`src/rtl/cpu_ctrl_pkg.sv`:
```
// Shared encodings for the multi-cycle RV64 control sequencer: FSM states,
// major opcodes, ALU operation selects and trap cause codes.
package cpu_ctrl_pkg;

  typedef enum logic [2:0] {
    S_IDLE   = 3'd0,
    S_FETCH  = 3'd1,
    S_DECODE = 3'd2,
    S_EXEC   = 3'd3,
    S_MEM    = 3'd4,
    S_WB     = 3'd5,
    S_TRAP   = 3'd6
  } state_t;

  localparam logic [6:0] OP_R      = 7'b0110011;
  localparam logic [6:0] OP_I      = 7'b0010011;
  localparam logic [6:0] OP_LOAD   = 7'b0000011;
  localparam logic [6:0] OP_STORE  = 7'b0100011;
  localparam logic [6:0] OP_BRANCH = 7'b1100011;

  typedef enum logic [1:0] {
    ALU_ADD   = 2'b00,
    ALU_SUB   = 2'b01,
    ALU_FUNCT = 2'b10
  } alu_op_t;

  typedef enum logic [1:0] {
    CAUSE_NONE    = 2'd0,
    CAUSE_ILLEGAL = 2'd1,
    CAUSE_IMEM_TO = 2'd2,
    CAUSE_DMEM_TO = 2'd3
  } trap_cause_t;

  // Wide enough for any timeout limit up to 255 cycles.
  localparam int WAIT_W = 8;

  function automatic logic opcode_legal(input logic [6:0] op);
    return (op == OP_R) || (op == OP_I) || (op == OP_LOAD) ||
           (op == OP_STORE) || (op == OP_BRANCH);
  endfunction

endpackage

```
`src/rtl/multicycle_ctrl_if.sv`:
```
// Control/status bundle between the multi-cycle sequencer (master) and the
// datapath plus memories (slave).
interface multicycle_ctrl_if
  import cpu_ctrl_pkg::*;
#(
  parameter int COUNT_W = 32
);

  // Handshakes: imem_req (resp. dmem_read/dmem_write) is held high until the
  // memory answers with imem_ready (resp. dmem_ready); the transfer happens in
  // the cycle where request and ready are both high, and the request drops (or
  // the FSM moves on) in the following cycle. ready outside a request is ignored.
  logic [6:0]         instr_opcode;
  logic               alu_zero;
  logic               imem_ready;
  logic               dmem_ready;

  logic               imem_req;
  logic               ir_write;
  logic               pc_write;
  logic               pc_src;
  logic               dmem_read;
  logic               dmem_write;
  logic               reg_write;
  logic               alu_src;
  logic               mem_to_reg;
  logic [1:0]         alu_op;

  logic               busy;
  logic               trap;
  logic [1:0]         trap_cause;
  logic [COUNT_W-1:0] instr_count;
  state_t             state;

  modport master (
    input  instr_opcode, alu_zero, imem_ready, dmem_ready,
    output imem_req, ir_write, pc_write, pc_src, dmem_read, dmem_write,
           reg_write, alu_src, mem_to_reg, alu_op,
           busy, trap, trap_cause, instr_count, state
  );

  modport slave (
    output instr_opcode, alu_zero, imem_ready, dmem_ready,
    input  imem_req, ir_write, pc_write, pc_src, dmem_read, dmem_write,
           reg_write, alu_src, mem_to_reg, alu_op,
           busy, trap, trap_cause, instr_count, state
  );

endinterface

```
`src/rtl/wait_timer.sv`:
```
// Memory wait counter shared by FETCH and MEM: cleared on state entry, counts
// not-ready cycles and flags when the timeout limit has been reached.
module wait_timer
  import cpu_ctrl_pkg::*;
#(
  parameter int MEM_TIMEOUT = 15
) (
  input  logic clk,
  input  logic rst_n,
  input  logic clear_i,
  input  logic inc_i,
  output logic limit_o
);

  localparam logic [WAIT_W-1:0] LIMIT = WAIT_W'(MEM_TIMEOUT);

  logic [WAIT_W-1:0] cnt_q, cnt_d;

  always_comb begin
    cnt_d = cnt_q;
    if (clear_i) begin
      cnt_d = '0;
    end else if (inc_i && (cnt_q != LIMIT)) begin
      cnt_d = cnt_q + WAIT_W'(1);
    end
  end

  always_ff @(posedge clk or negedge rst_n) begin
    if (!rst_n) begin
      cnt_q <= '0;
    end else begin
      cnt_q <= cnt_d;
    end
  end

  assign limit_o = (cnt_q == LIMIT);

endmodule

```
`src/rtl/multicycle_ctrl.sv`:
```
// Multi-cycle sequencer stepping each RV64 instruction through
// FETCH/DECODE/EXEC/MEM/WB with memory stall handling, traps and retire count.
module multicycle_ctrl
  import cpu_ctrl_pkg::*;
#(
  parameter int MEM_TIMEOUT = 15,
  parameter int COUNT_W     = 32
) (
  input  logic               clk,
  input  logic               reset,
  input  logic               run,
  multicycle_ctrl_if.master  bus
);

  state_t             state_q, state_d;
  logic [6:0]         opcode_q, opcode_d;
  logic [COUNT_W-1:0] count_q, count_d;
  trap_cause_t        cause_q, cause_d;

  logic    wait_clear, wait_inc, wait_limit;
  logic    retire;
  logic    is_r, is_load, is_store;
  alu_op_t alu_op;

  assign is_r     = (opcode_q == OP_R);
  assign is_load  = (opcode_q == OP_LOAD);
  assign is_store = (opcode_q == OP_STORE);

  always_comb begin
    state_d        = state_q;
    opcode_d       = opcode_q;
    count_d        = count_q;
    cause_d        = cause_q;
    retire         = 1'b0;
    bus.imem_req   = 1'b0;
    bus.ir_write   = 1'b0;
    bus.pc_write   = 1'b0;
    bus.pc_src     = 1'b0;
    bus.dmem_read  = 1'b0;
    bus.dmem_write = 1'b0;
    bus.reg_write  = 1'b0;
    bus.alu_src    = 1'b0;
    bus.mem_to_reg = 1'b0;
    alu_op         = ALU_ADD;

    unique case (state_q)
      S_IDLE: begin
        if (run) state_d = S_FETCH;
      end
      S_FETCH: begin
        bus.imem_req = 1'b1;
        if (bus.imem_ready) begin
          bus.ir_write = 1'b1;
          state_d      = S_DECODE;
        end else if (wait_limit) begin
          state_d = S_TRAP;
          cause_d = CAUSE_IMEM_TO;
        end
      end
      S_DECODE: begin
        opcode_d = bus.instr_opcode;
        if (opcode_legal(bus.instr_opcode)) begin
          state_d = S_EXEC;
        end else begin
          state_d = S_TRAP;
          cause_d = CAUSE_ILLEGAL;
        end
      end
      S_EXEC: begin
        case (opcode_q)
          OP_R: begin
            alu_op  = ALU_FUNCT;
            state_d = S_WB;
          end
          OP_I: begin
            bus.alu_src = 1'b1;
            alu_op      = ALU_FUNCT;
            state_d     = S_WB;
          end
          OP_LOAD, OP_STORE: begin
            bus.alu_src = 1'b1;
            state_d     = S_MEM;
          end
          OP_BRANCH: begin
            // Branch target comes from the unincremented PC, so retire here.
            alu_op       = ALU_SUB;
            bus.pc_write = 1'b1;
            bus.pc_src   = bus.alu_zero;
            retire       = 1'b1;
          end
          default: begin
            state_d = S_TRAP;
            cause_d = CAUSE_ILLEGAL;
          end
        endcase
      end
      S_MEM: begin
        bus.alu_src    = 1'b1;
        bus.dmem_read  = is_load;
        bus.dmem_write = is_store;
        if (bus.dmem_ready) begin
          if (is_store) begin
            bus.pc_write = 1'b1;
            retire       = 1'b1;
          end else begin
            state_d = S_WB;
          end
        end else if (wait_limit) begin
          state_d = S_TRAP;
          cause_d = CAUSE_DMEM_TO;
        end
      end
      S_WB: begin
        bus.reg_write  = 1'b1;
        bus.mem_to_reg = is_load;
        bus.alu_src    = !is_r;
        alu_op         = is_load ? ALU_ADD : ALU_FUNCT;
        bus.pc_write   = 1'b1;
        retire         = 1'b1;
      end
      S_TRAP: begin
        state_d = S_TRAP;
      end
      default: begin
        state_d = S_IDLE;
      end
    endcase

    // run is only honoured at the retirement boundary.
    if (retire) begin
      count_d = count_q + COUNT_W'(1);
      state_d = run ? S_FETCH : S_IDLE;
    end
  end

  always_ff @(posedge clk or negedge reset) begin
    if (!reset) begin
      state_q  <= S_IDLE;
      opcode_q <= '0;
      count_q  <= '0;
      cause_q  <= CAUSE_NONE;
    end else begin
      state_q  <= state_d;
      opcode_q <= opcode_d;
      count_q  <= count_d;
      cause_q  <= cause_d;
    end
  end

  assign wait_clear = ((state_d == S_FETCH) || (state_d == S_MEM)) && (state_d != state_q);
  assign wait_inc   = ((state_q == S_FETCH) && !bus.imem_ready) ||
                      ((state_q == S_MEM) && !bus.dmem_ready);

  wait_timer #(
    .MEM_TIMEOUT(MEM_TIMEOUT)
  ) u_wait_timer (
    .clk    (clk),
    .rst_n  (reset),
    .clear_i(wait_clear),
    .inc_i  (wait_inc),
    .limit_o(wait_limit)
  );

  assign bus.alu_op      = alu_op;
  assign bus.busy        = (state_q != S_IDLE) && (state_q != S_TRAP);
  assign bus.trap        = (state_q == S_TRAP);
  assign bus.trap_cause  = cause_q;
  assign bus.instr_count = count_q;
  assign bus.state       = state_q;

endmodule

```
`src/flat_wrapper.sv`:
```
// flat-port wrapper written by rule: the top's interface ports become plain ports
module multicycle_ctrl_flat import cpu_ctrl_pkg::*;
#(
  parameter int MEM_TIMEOUT = 15,
  parameter int COUNT_W     = 32
)
  (clk, reset, run, bus_instr_opcode, bus_alu_zero, bus_imem_ready, bus_dmem_ready, bus_imem_req, bus_ir_write, bus_pc_write, bus_pc_src, bus_dmem_read, bus_dmem_write, bus_reg_write, bus_alu_src, bus_mem_to_reg, bus_alu_op, bus_busy, bus_trap, bus_trap_cause, bus_instr_count, bus_state);
  multicycle_ctrl_if #(.COUNT_W(COUNT_W)) bus_i ();
  input  logic clk;
  input  logic reset;
  input  logic run;
  input wire logic [$bits(bus_i.instr_opcode)-1:0] bus_instr_opcode;
  input wire logic [$bits(bus_i.alu_zero)-1:0] bus_alu_zero;
  input wire logic [$bits(bus_i.imem_ready)-1:0] bus_imem_ready;
  input wire logic [$bits(bus_i.dmem_ready)-1:0] bus_dmem_ready;
  output wire logic [$bits(bus_i.imem_req)-1:0] bus_imem_req;
  output wire logic [$bits(bus_i.ir_write)-1:0] bus_ir_write;
  output wire logic [$bits(bus_i.pc_write)-1:0] bus_pc_write;
  output wire logic [$bits(bus_i.pc_src)-1:0] bus_pc_src;
  output wire logic [$bits(bus_i.dmem_read)-1:0] bus_dmem_read;
  output wire logic [$bits(bus_i.dmem_write)-1:0] bus_dmem_write;
  output wire logic [$bits(bus_i.reg_write)-1:0] bus_reg_write;
  output wire logic [$bits(bus_i.alu_src)-1:0] bus_alu_src;
  output wire logic [$bits(bus_i.mem_to_reg)-1:0] bus_mem_to_reg;
  output wire logic [$bits(bus_i.alu_op)-1:0] bus_alu_op;
  output wire logic [$bits(bus_i.busy)-1:0] bus_busy;
  output wire logic [$bits(bus_i.trap)-1:0] bus_trap;
  output wire logic [$bits(bus_i.trap_cause)-1:0] bus_trap_cause;
  output wire logic [$bits(bus_i.instr_count)-1:0] bus_instr_count;
  output wire logic [$bits(bus_i.state)-1:0] bus_state;
  assign bus_i.instr_opcode = bus_instr_opcode;
  assign bus_i.alu_zero = bus_alu_zero;
  assign bus_i.imem_ready = bus_imem_ready;
  assign bus_i.dmem_ready = bus_dmem_ready;
  assign bus_imem_req = bus_i.imem_req;
  assign bus_ir_write = bus_i.ir_write;
  assign bus_pc_write = bus_i.pc_write;
  assign bus_pc_src = bus_i.pc_src;
  assign bus_dmem_read = bus_i.dmem_read;
  assign bus_dmem_write = bus_i.dmem_write;
  assign bus_reg_write = bus_i.reg_write;
  assign bus_alu_src = bus_i.alu_src;
  assign bus_mem_to_reg = bus_i.mem_to_reg;
  assign bus_alu_op = bus_i.alu_op;
  assign bus_busy = bus_i.busy;
  assign bus_trap = bus_i.trap;
  assign bus_trap_cause = bus_i.trap_cause;
  assign bus_instr_count = bus_i.instr_count;
  assign bus_state = bus_i.state;
  multicycle_ctrl #(.MEM_TIMEOUT(MEM_TIMEOUT), .COUNT_W(COUNT_W)) u_core (.clk(clk), .reset(reset), .run(run), .bus(bus_i));
endmodule
```
`config.mk`:
```
export PLATFORM = sky130hd
export DESIGN_NAME = multicycle_ctrl_flat
export DESIGN_NICKNAME = d
export VERILOG_FILES = /design/src/rtl/cpu_ctrl_pkg.sv /design/src/rtl/multicycle_ctrl_if.sv /design/src/rtl/wait_timer.sv /design/src/rtl/multicycle_ctrl.sv /design/src/flat_wrapper.sv
export SDC_FILE = /design/constraint.sdc
export NUM_CORES = 1
export LEC_CHECK = 0
export CORE_MARGIN = 5
export CORE_UTILIZATION = 51
export CTS_BUF_LIST = sky130_fd_sc_hd__clkbuf_16
export DETAILED_ROUTE_END_ITERATION = 12
export PLACE_DENSITY = 0.9
export SYNTH_ARGS = -nofsm -noshare
export SYNTH_HDL_FRONTEND = slang
export SYNTH_HIERARCHICAL = 1
export SYNTH_SLANG_ARGS = --single-unit
```
`constraint.sdc`:
```
create_clock -name clk -period 2.9 [get_ports clk]
set_input_delay 0.29 -clock clk [delete_from_list [all_inputs] [get_ports clk]]
set_output_delay 0.29 -clock clk [all_outputs]
set_load 0.05 [all_outputs]
```
==> run_results.csv, run 1 <==
group,metric,value,unit
outcome,run_status,"finished, final reports clean",
logic_synthesis,synthesis.instances,277,
placed_design,place_congestion,0.9204,
global_routing,number_of_global_route_vias_before_repair,2387,
timing,final_min_period_over_clock_period,94.69,%
floorplan,core_region_area,5473,sq um
clock_tree,worst_skew_late_latency,0.29,ns
logic_synthesis,synth.net_count,292,
logic_synthesis,synth.ff_latch_count,52,
timing,worst_path_setup_slack_after_routing,0.1539,ns
power_and_ir_drop,fraction_of_power_spent_switching_nets,42.66,%
timing,min_period,2.746,ns
floorplan,i_o_pin_total,63,
timing,fin_setup_tns,0,ns
worst_setup_path,count_of_cells_along_the_worst_register_to_register_path,10,
worst_setup_path,worstReg2RegEnd,"u_core/u_wait_timer/cnt_q[0]",
timing,worst_clock_skew,0.006487,ns
worst_setup_path,r2r_setup_slack,0.21,ns
global_routing,grt_overflow,0,
logic_synthesis,synth_edf_count,0,
routing,drt_iter0_drc,252,
floorplan,row_count,27,
worst_setup_path,ordered_cell_list_for_the_critical_path,"inv_1 > nor3_2 > and2_1 > clkdlybuf4s50_1",
worst_setup_path,timing.critical_path.fanout_max,12,
global_routing,initial_antenna_violation_count,0,
routing,postRouteWirelength,6.759,mm
power_and_ir_drop,cell_internal_pwr,1.830,mW
cells_and_area,n_antenna_cell,0,
worst_setup_path,cp_slowest_stage_delay,0.80,ns
power_and_ir_drop,comb_power_share,45.6,%
worst_setup_path,setup.worst_path.start_class,"flop",
routing,drtPass1Iterations,4,
worst_setup_path,data_arrival_time_at_the_worst_slack_endpoint,2.46,ns
power_and_ir_drop,sequential_share_of_power,33.5,%
power_and_ir_drop,power.net_switching,1.361,mW
routing,postRouteAntennaNets,0,
logic_synthesis,synth_largest_type_area_fraction,45.65,%
clock_tree,tritoncts_num_sinks,52,
worst_setup_path,cpMaxStageDelayCell,"sky130_fd_sc_hd__clkdlybuf4s50_1",
global_routing,grt_usage,19.46,%
logic_synthesis,synthDominantAreaCellType,"sky130_fd_sc_hd__dfrtp_1",
timing,holdWs,0.004616,ns
timing,achievable-frequency,0.3642,GHz
routing,num_vias,2406,
power_and_ir_drop,leakage,1.568,nW
routing,vias_per_cell,5.812,
floorplan,start_util,52.08,%
clock_tree,cts_hold_buffers,0,
global_routing,first_pass_grt_wire_length,11.50,mm
logic_synthesis,post_synth_main_area_contributors,"sky130_fd_sc_hd__dfrtp_1, sky130_fd_sc_hd__xnor2_1, sky130_fd_sc_hd__mux2_2, sky130_fd_sc_hd__nand2_1, sky130_fd_sc_hd__nand3_1",
clock_tree,cts_max_level,2,
logic_synthesis,asyncSetResetFlopFracSynth,100.0,%
timing,rsz0062_at_grt,"no",
routing,route.detailed.wl_per_inst,16.33,um
worst_setup_path,rr_startpoint,"u_core/u_wait_timer/cnt_q[0]",
timing,max_slew.worst_pin.slew,0.5866,ns
worst_setup_path,cp_data_required_time,2.61,ns
timing,worst_slew_margin_rel,59.88,%
clock_tree,worst_setup_hold_path_clk_slew,0.07,ns
logic_synthesis,syn-mean-instance-area,10.29,sq um
timing,final_hold_viol_count,0,
clock_tree,cts_max_path_buffers,2,
routing,drt_drc_violations_left,0,
logic_synthesis,synth_most_common_cell,"sky130_fd_sc_hd__dfrtp_1",
power_and_ir_drop,peakVddDrop,0.6698,mV
clock_tree,clock_tree_from_tritoncts,"done",
logic_synthesis,synthesis.yosys.warnings,6,
timing,setup_viol,0,
global_routing,largest_net_degree_at_the_start_of_global_routing,29,
cells_and_area,finish.cell_count_without_fillers,414,
logic_synthesis,netlist_top_cells_count,"sky130_fd_sc_hd__dfrtp_1, sky130_fd_sc_hd__nand2_1, sky130_fd_sc_hd__xnor2_1",
clock_tree,cts_buffers,5,
placed_design,post-place-ws,0.09846,ns
min_path,timing.hold.worst.class,"primary input to async pin",
worst_setup_path,path_class,"flop to output port",
clock_tree,clock-root-buffer,"sky130_fd_sc_hd__clkbuf_16",
power_and_ir_drop,share_clk_of_total_power,20.9,%
placed_design,buffer_ports.inserted,62,
logic_synthesis,syn_area,2850,sq um
power_and_ir_drop,power_per_cell_area,852.7,nW/um^2
timing,final_max_slew_viol_count,0,
cells_and_area,final_layout_size_suffix_gt1_share,14.62,%
logic_synthesis,ys.flop_type,"sky130_fd_sc_hd__dfrtp_1",
flow_run,timing.max_cap.violations,0,
floorplan,die_width,84.76,um
cells_and_area,flow.area_growth_from_synthesis,31.30,%
floorplan,die-area,7183,sq um
floorplan,floorplan.die.height,84.76,um
logic_synthesis,synth.yosys.seq_area_share,45.65,%
cells_and_area,final_net_count,356,
worst_setup_path,worstSetupEndpointType,"output port",
logic_synthesis,synth_cell_type_count,58,
cells_and_area,final_util,68.38,%
placed_design,post-dp-hpwl,4.780,mm
placed_design,place_inst,406,
cell usage in the layout, fill, tap and decap left out, types with 2 or more instances in the layout:
cell and n:
sky130_fd_sc_hd__and2_1 4, sky130_fd_sc_hd__nor2b_1 5, sky130_fd_sc_hd__nor4_2 2, sky130_fd_sc_hd__mux2i_1 2, sky130_fd_sc_hd__xor2_1 9, sky130_fd_sc_hd__mux2_2 9, sky130_fd_sc_hd__a211oi_1 2, sky130_fd_sc_hd__dfrtp_1 50
sky130_fd_sc_hd__clkdlybuf4s50_1 59, sky130_fd_sc_hd__buf_4 6, sky130_fd_sc_hd__nand2b_1 9, sky130_fd_sc_hd__nand2_1 23, sky130_fd_sc_hd__nor3_1 3, sky130_fd_sc_hd__xnor2_1 22, sky130_fd_sc_hd__nor4_1 2, sky130_fd_sc_hd__o21ai_0 7
sky130_fd_sc_hd__dfrtp_2 2, sky130_fd_sc_hd__a21oi_1 12, sky130_fd_sc_hd__nor2_1 15, sky130_fd_sc_hd__ha_1 2, sky130_fd_sc_hd__o221ai_1 2, sky130_fd_sc_hd__a2111oi_0 2, sky130_fd_sc_hd__inv_1 8, sky130_fd_sc_hd__and4_2 3
sky130_fd_sc_hd__nor4_4 2, sky130_fd_sc_hd__and3_1 5, sky130_fd_sc_hd__nand4_1 10, sky130_fd_sc_hd__a22oi_1 2, sky130_fd_sc_hd__clkbuf_16 5, sky130_fd_sc_hd__or3_1 4, sky130_fd_sc_hd__nand3_1 16, sky130_fd_sc_hd__and4bb_2 2
sky130_fd_sc_hd__nor3_2 3, sky130_fd_sc_hd__a31oi_1 2
critical path, delay by kind of cell, from the launching register on:
family                 cells  cell delay (ns)
buffers and inverters      2             1.08
DFF                        1             0.55
and+or+nand+nor            2             0.54
state kept, by name, summed over array words and instances, names as in the netlist:
register / count
u_core/opcode_q: 7
u_core/u_wait_timer/cnt_q: 8
u_core/bus.trap_cause: 2
u_core/bus.state: 3
u_core/bus.instr_count: 32
area by class of cell:
cell class	count	area [sq um]
fill	399	1730
multi-input combinational	207	1498
sequential	52	1304
timing repair buffer	67	653.1
clock buffer	5	125.1
tap	72	90.09
clock inverter	3	42.54
inverter	8	30.03
how the worst max path moves through the flow:
stage	startpoint	end	slack [ns]	cells after the start
detailed placement	bus_instr_opcode[0]	u_core/u_wait_timer/cnt_q[0]	0.1	9
CTS	u_core/bus.state[1]	bus_alu_op[1]	0.09	6
floorplan	u_core/bus.state[2]	bus_dmem_read	0.02	4
finish	u_core/bus.state[0]	bus_ir_write	0.15	4
global route	u_core/bus.state[0]	bus_ir_write	0.03	4
global placement	bus_instr_opcode[0]	u_core/u_wait_timer/cnt_q[0]	0.25	9
routing by layer:
| metal | up-vias | share of wire [%] | track usage (%) |
|---|---|---|---|
| met5 | - | 0 | 0 |
| met3 | 6 | 7.1 | 5.201 |
| li1 | 1124 | - | - |
| met4 | 0 | 1.0 | 4.460 |
| met2 | 104 | 50 | 32.10 |
| met1 | 1172 | 42 | 25.67 |
stage by stage:
step	total power, mW	area, sq um
6_report	3.191	3742
5_1_grt	3.370	3742
4_1_cts	3.171	3722
3_5_place_dp	2.496	3555
3_3_place_gp	2.450	3555
2_1_floorplan	2.051	2861
kinds of logic (layout without fill, tap and decap cells):
logic type      Yosys count  count (layout)  share of synthesized area (%)
buf+inv                  18              83                          2.722
mux                      12              12                          4.785
fa+ha+maj                 2               2                         0.8778
flops                    52              52                          45.65
xor+xnor                 31              31                          9.526
compound gates           40              40                          10.01
simple gates            122             122                          26.43
power by group through the flow:
stage | clock network, mW | registers, mW | logic [mW]
final | 0.666 | 1.07 | 1.45
after global routing | 0.718 | 1.10 | 1.55
after CTS | 0.678 | 1.06 | 1.43
after detailed placement | 0 | 1.07 | 1.42
after global placement | 0 | 1.06 | 1.39
after floorplan | 0 | 1.17 | 0.881
what timing repair did:
action                                  4_1_cts  5_1_grt
gates resized for setup                       0        6
endpoints found under the setup margin        0        6
buffers inserted                              0        0
Note: power is estimated with default switching activity, not from simulation.
==> run 2, diff against run 1 <==
- CORE_UTILIZATION: 51 -> 40
- PLACE_DENSITY: 0.9 -> 0.75
==> run 2 against run 1 <==
Non-clock buffer count grew 3; register-to-register slack is essentially flat; sequential power down 5%; via count is 1.6% lower; sequential share of layout area fell by 0.32 points; clock power down 10%; first-iteration DRC count fell by 69%; largest power group unchanged; core utilization down 13 points; clock skew down 0.0023 ns; combinational power is 5% higher.
==> run_results.csv, run 2 (synthesized netlist as in run 1, its figures left out) <==
group,metric,value,unit
global_routing,largest_net_degree_at_the_start_of_global_routing,34,
flow_run,timing.max_cap.violations,0,
clock_tree,cts_max_path_buffers,2,
global_routing,grt_usage,15.70,%
routing,drtPass1Iterations,4,
worst_setup_path,rr_startpoint,"u_core/u_wait_timer/cnt_q[0]",
worst_setup_path,count_of_cells_along_the_worst_register_to_register_path,11,
clock_tree,clock-root-buffer,"sky130_fd_sc_hd__clkbuf_16",
power_and_ir_drop,power_per_cell_area,831.8,nW/um^2
timing,worst_clock_skew,0.004173,ns
floorplan,start_util,41.49,%
clock_tree,cts_max_level,2,
routing,drt_iter0_drc,79,
power_and_ir_drop,peakVddDrop,0.3470,mV
placed_design,detailed_place.area,3600,sq um
min_path,timing.hold.worst.class,"primary input to async pin",
timing,rsz0062_at_grt,"no",
cells_and_area,largest_register_ffs,32,
routing,route.detailed.wl_per_inst,15.30,um
routing,num_vias,2368,
cells_and_area,n_antenna_cell,0,
timing,min_period,2.689,ns
timing,max_slew.worst_pin.slew,0.7364,ns
floorplan,floorplan.die.height,94.42,um
worst_setup_path,critPathLaunch,"u_core/u_wait_timer/cnt_q[0]",
floorplan,core_region_area,6869,sq um
cells_and_area,flow.area_growth_from_synthesis,32.27,%
worst_setup_path,timing.critical_path.fanout_max,6,
global_routing,grt_overflow,0,
worst_setup_path,worstSetupEndpointType,"flop",
placed_design,post-dp-hpwl,4.874,mm
floorplan,die_width,94.42,um
timing,final_max_slew_viol_count,0,
timing,worst_slew_margin_rel,50.91,%
timing,final_hold_viol_count,0,
clock_tree,worst_setup_hold_path_clk_slew,0.07,ns
timing,fin_setup_tns,0,ns
timing,setup_viol,0,
cells_and_area,final_cell_area,3770,sq um
worst_setup_path,path_class,"flop to flop",
floorplan,row_count,30,
routing,postRouteAntennaNets,0,
placed_design,place_congestion,0.8242,
global_routing,first_pass_grt_wire_length,11.21,mm
routing,vias_per_cell,5.370,
power_and_ir_drop,leakage,1.563,nW
clock_tree,cts_hold_buffers,0,
routing,postRouteWirelength,6.747,mm
cells_and_area,layout_commonest_cell,"sky130_fd_sc_hd__clkdlybuf4s50_1",
clock_tree,clock_tree_from_tritoncts,"done",
worst_setup_path,setup.worst_path.start_class,"flop",
cells_and_area,final_layout_size_suffix_gt1_share,15.07,%
routing,drt_drc_violations_left,0,
floorplan,i_o_pin_total,63,
global_routing,initial_antenna_violation_count,0,
cells_and_area,most-common-layout-cells,"sky130_fd_sc_hd__clkdlybuf4s50_1, sky130_fd_sc_hd__dfrtp_1, sky130_fd_sc_hd__nand2_1",
global_routing,number_of_global_route_vias_before_repair,2406,
worst_setup_path,cp_data_required_time,3.07,ns
worst_setup_path,data_arrival_time_at_the_worst_slack_endpoint,2.86,ns
timing,achievable-frequency,0.3718,GHz
placed_design,buffer_ports.inserted,62,
clock_tree,worst_skew_late_latency,0.29,ns
clock_tree,cts_buffers,5,
clock_tree,tritoncts_num_sinks,52,
floorplan,die-area,8914,sq um
outcome,run_status,"finished, final reports clean",
timing,final_min_period_over_clock_period,92.74,%
cells_and_area,final_net_count,359,
## run 2: final cells by class
| cell class | instances | area (sq um) |
|---|---|---|
| tap | 96 | 120.1 |
| clock buffer | 5 | 125.1 |
| sequential | 52 | 1301 |
| fill | 615 | 3099 |
| clock inverter | 3 | 22.52 |
| multi-input combinational | 207 | 1498 |
| timing repair buffer | 70 | 673.1 |
| inverter | 8 | 30.03 |
## run 2: path summary, 6_finish.rpt
path | endpoint | slack, ns
worst max-delay path | u_core/u_wait_timer/cnt_q[1] | 0.21
worst min-delay path | u_core/bus.instr_count[31] | 0.06
worst max register to register | u_core/u_wait_timer/cnt_q[1] | 0.21
worst min register to register | u_core/bus.instr_count[31] | 0.47
max in group asynchronous | u_core/bus.trap_cause[1] | 2.09
min in group clk | u_core/bus.instr_count[31] | 0.47
## run 2: where the power goes
part           switching, mW  internal (mW)  total, mW
combinational          0.920          0.596       1.52
sequential             0.173          0.849       1.02
clock                  0.274          0.323      0.598
total                   1.37           1.77       3.14
## run 2: through the flow
step                util [%]  power (mW)  worst slack, ns  hold WS (ns)  std cells
floorplan                  -       2.051          0.02185     -0.005591        277
global placement       52.40       2.474           0.1421        0.3853        432
detailed placement     52.40       2.495          0.07516        0.3958        432
CTS                    54.55       3.104          0.07946       0.07829        440
global route           54.88       3.317         0.008141        0.1072        441
finish                 54.88       3.136           0.2106       0.05697        441
## run 2: worst max-delay path, stage by stage, from the launching register on
cell	delay [ns]
sky130_fd_sc_hd__dfrtp_1	0.41
sky130_fd_sc_hd__ha_1	0.28
sky130_fd_sc_hd__and4_2	0.28
sky130_fd_sc_hd__or2_2	0.32
sky130_fd_sc_hd__a221oi_2	0.29
sky130_fd_sc_hd__nor4_2	0.10
sky130_fd_sc_hd__o2bb2ai_1	0.21
sky130_fd_sc_hd__mux2i_1	0.11
sky130_fd_sc_hd__nor2_2	0.21
sky130_fd_sc_hd__buf_4	0.17
sky130_fd_sc_hd__nand2b_1	0.11
sky130_fd_sc_hd__mux2i_1	0.07
## run 2: layer usage
| layer | global-route usage, % | vias to the layer above | share of wire, % |
|---|---|---|---|
| met5 | 0 | - | 0 |
| met4 | 5.295 | 0 | 1.7 |
| met3 | 5.259 | 13 | 7.7 |
| met2 | 26.06 | 68 | 47 |
| met1 | 19.15 | 1153 | 44 |
| li1 | - | 1134 | - |
## run 2: timing repair
action | in CTS | in global routing
resized for setup | 0 | 3
setup endpoints to repair | 0 | 6
setup buffers | 0 | 1
hold endpoints to repair | 0 | 0
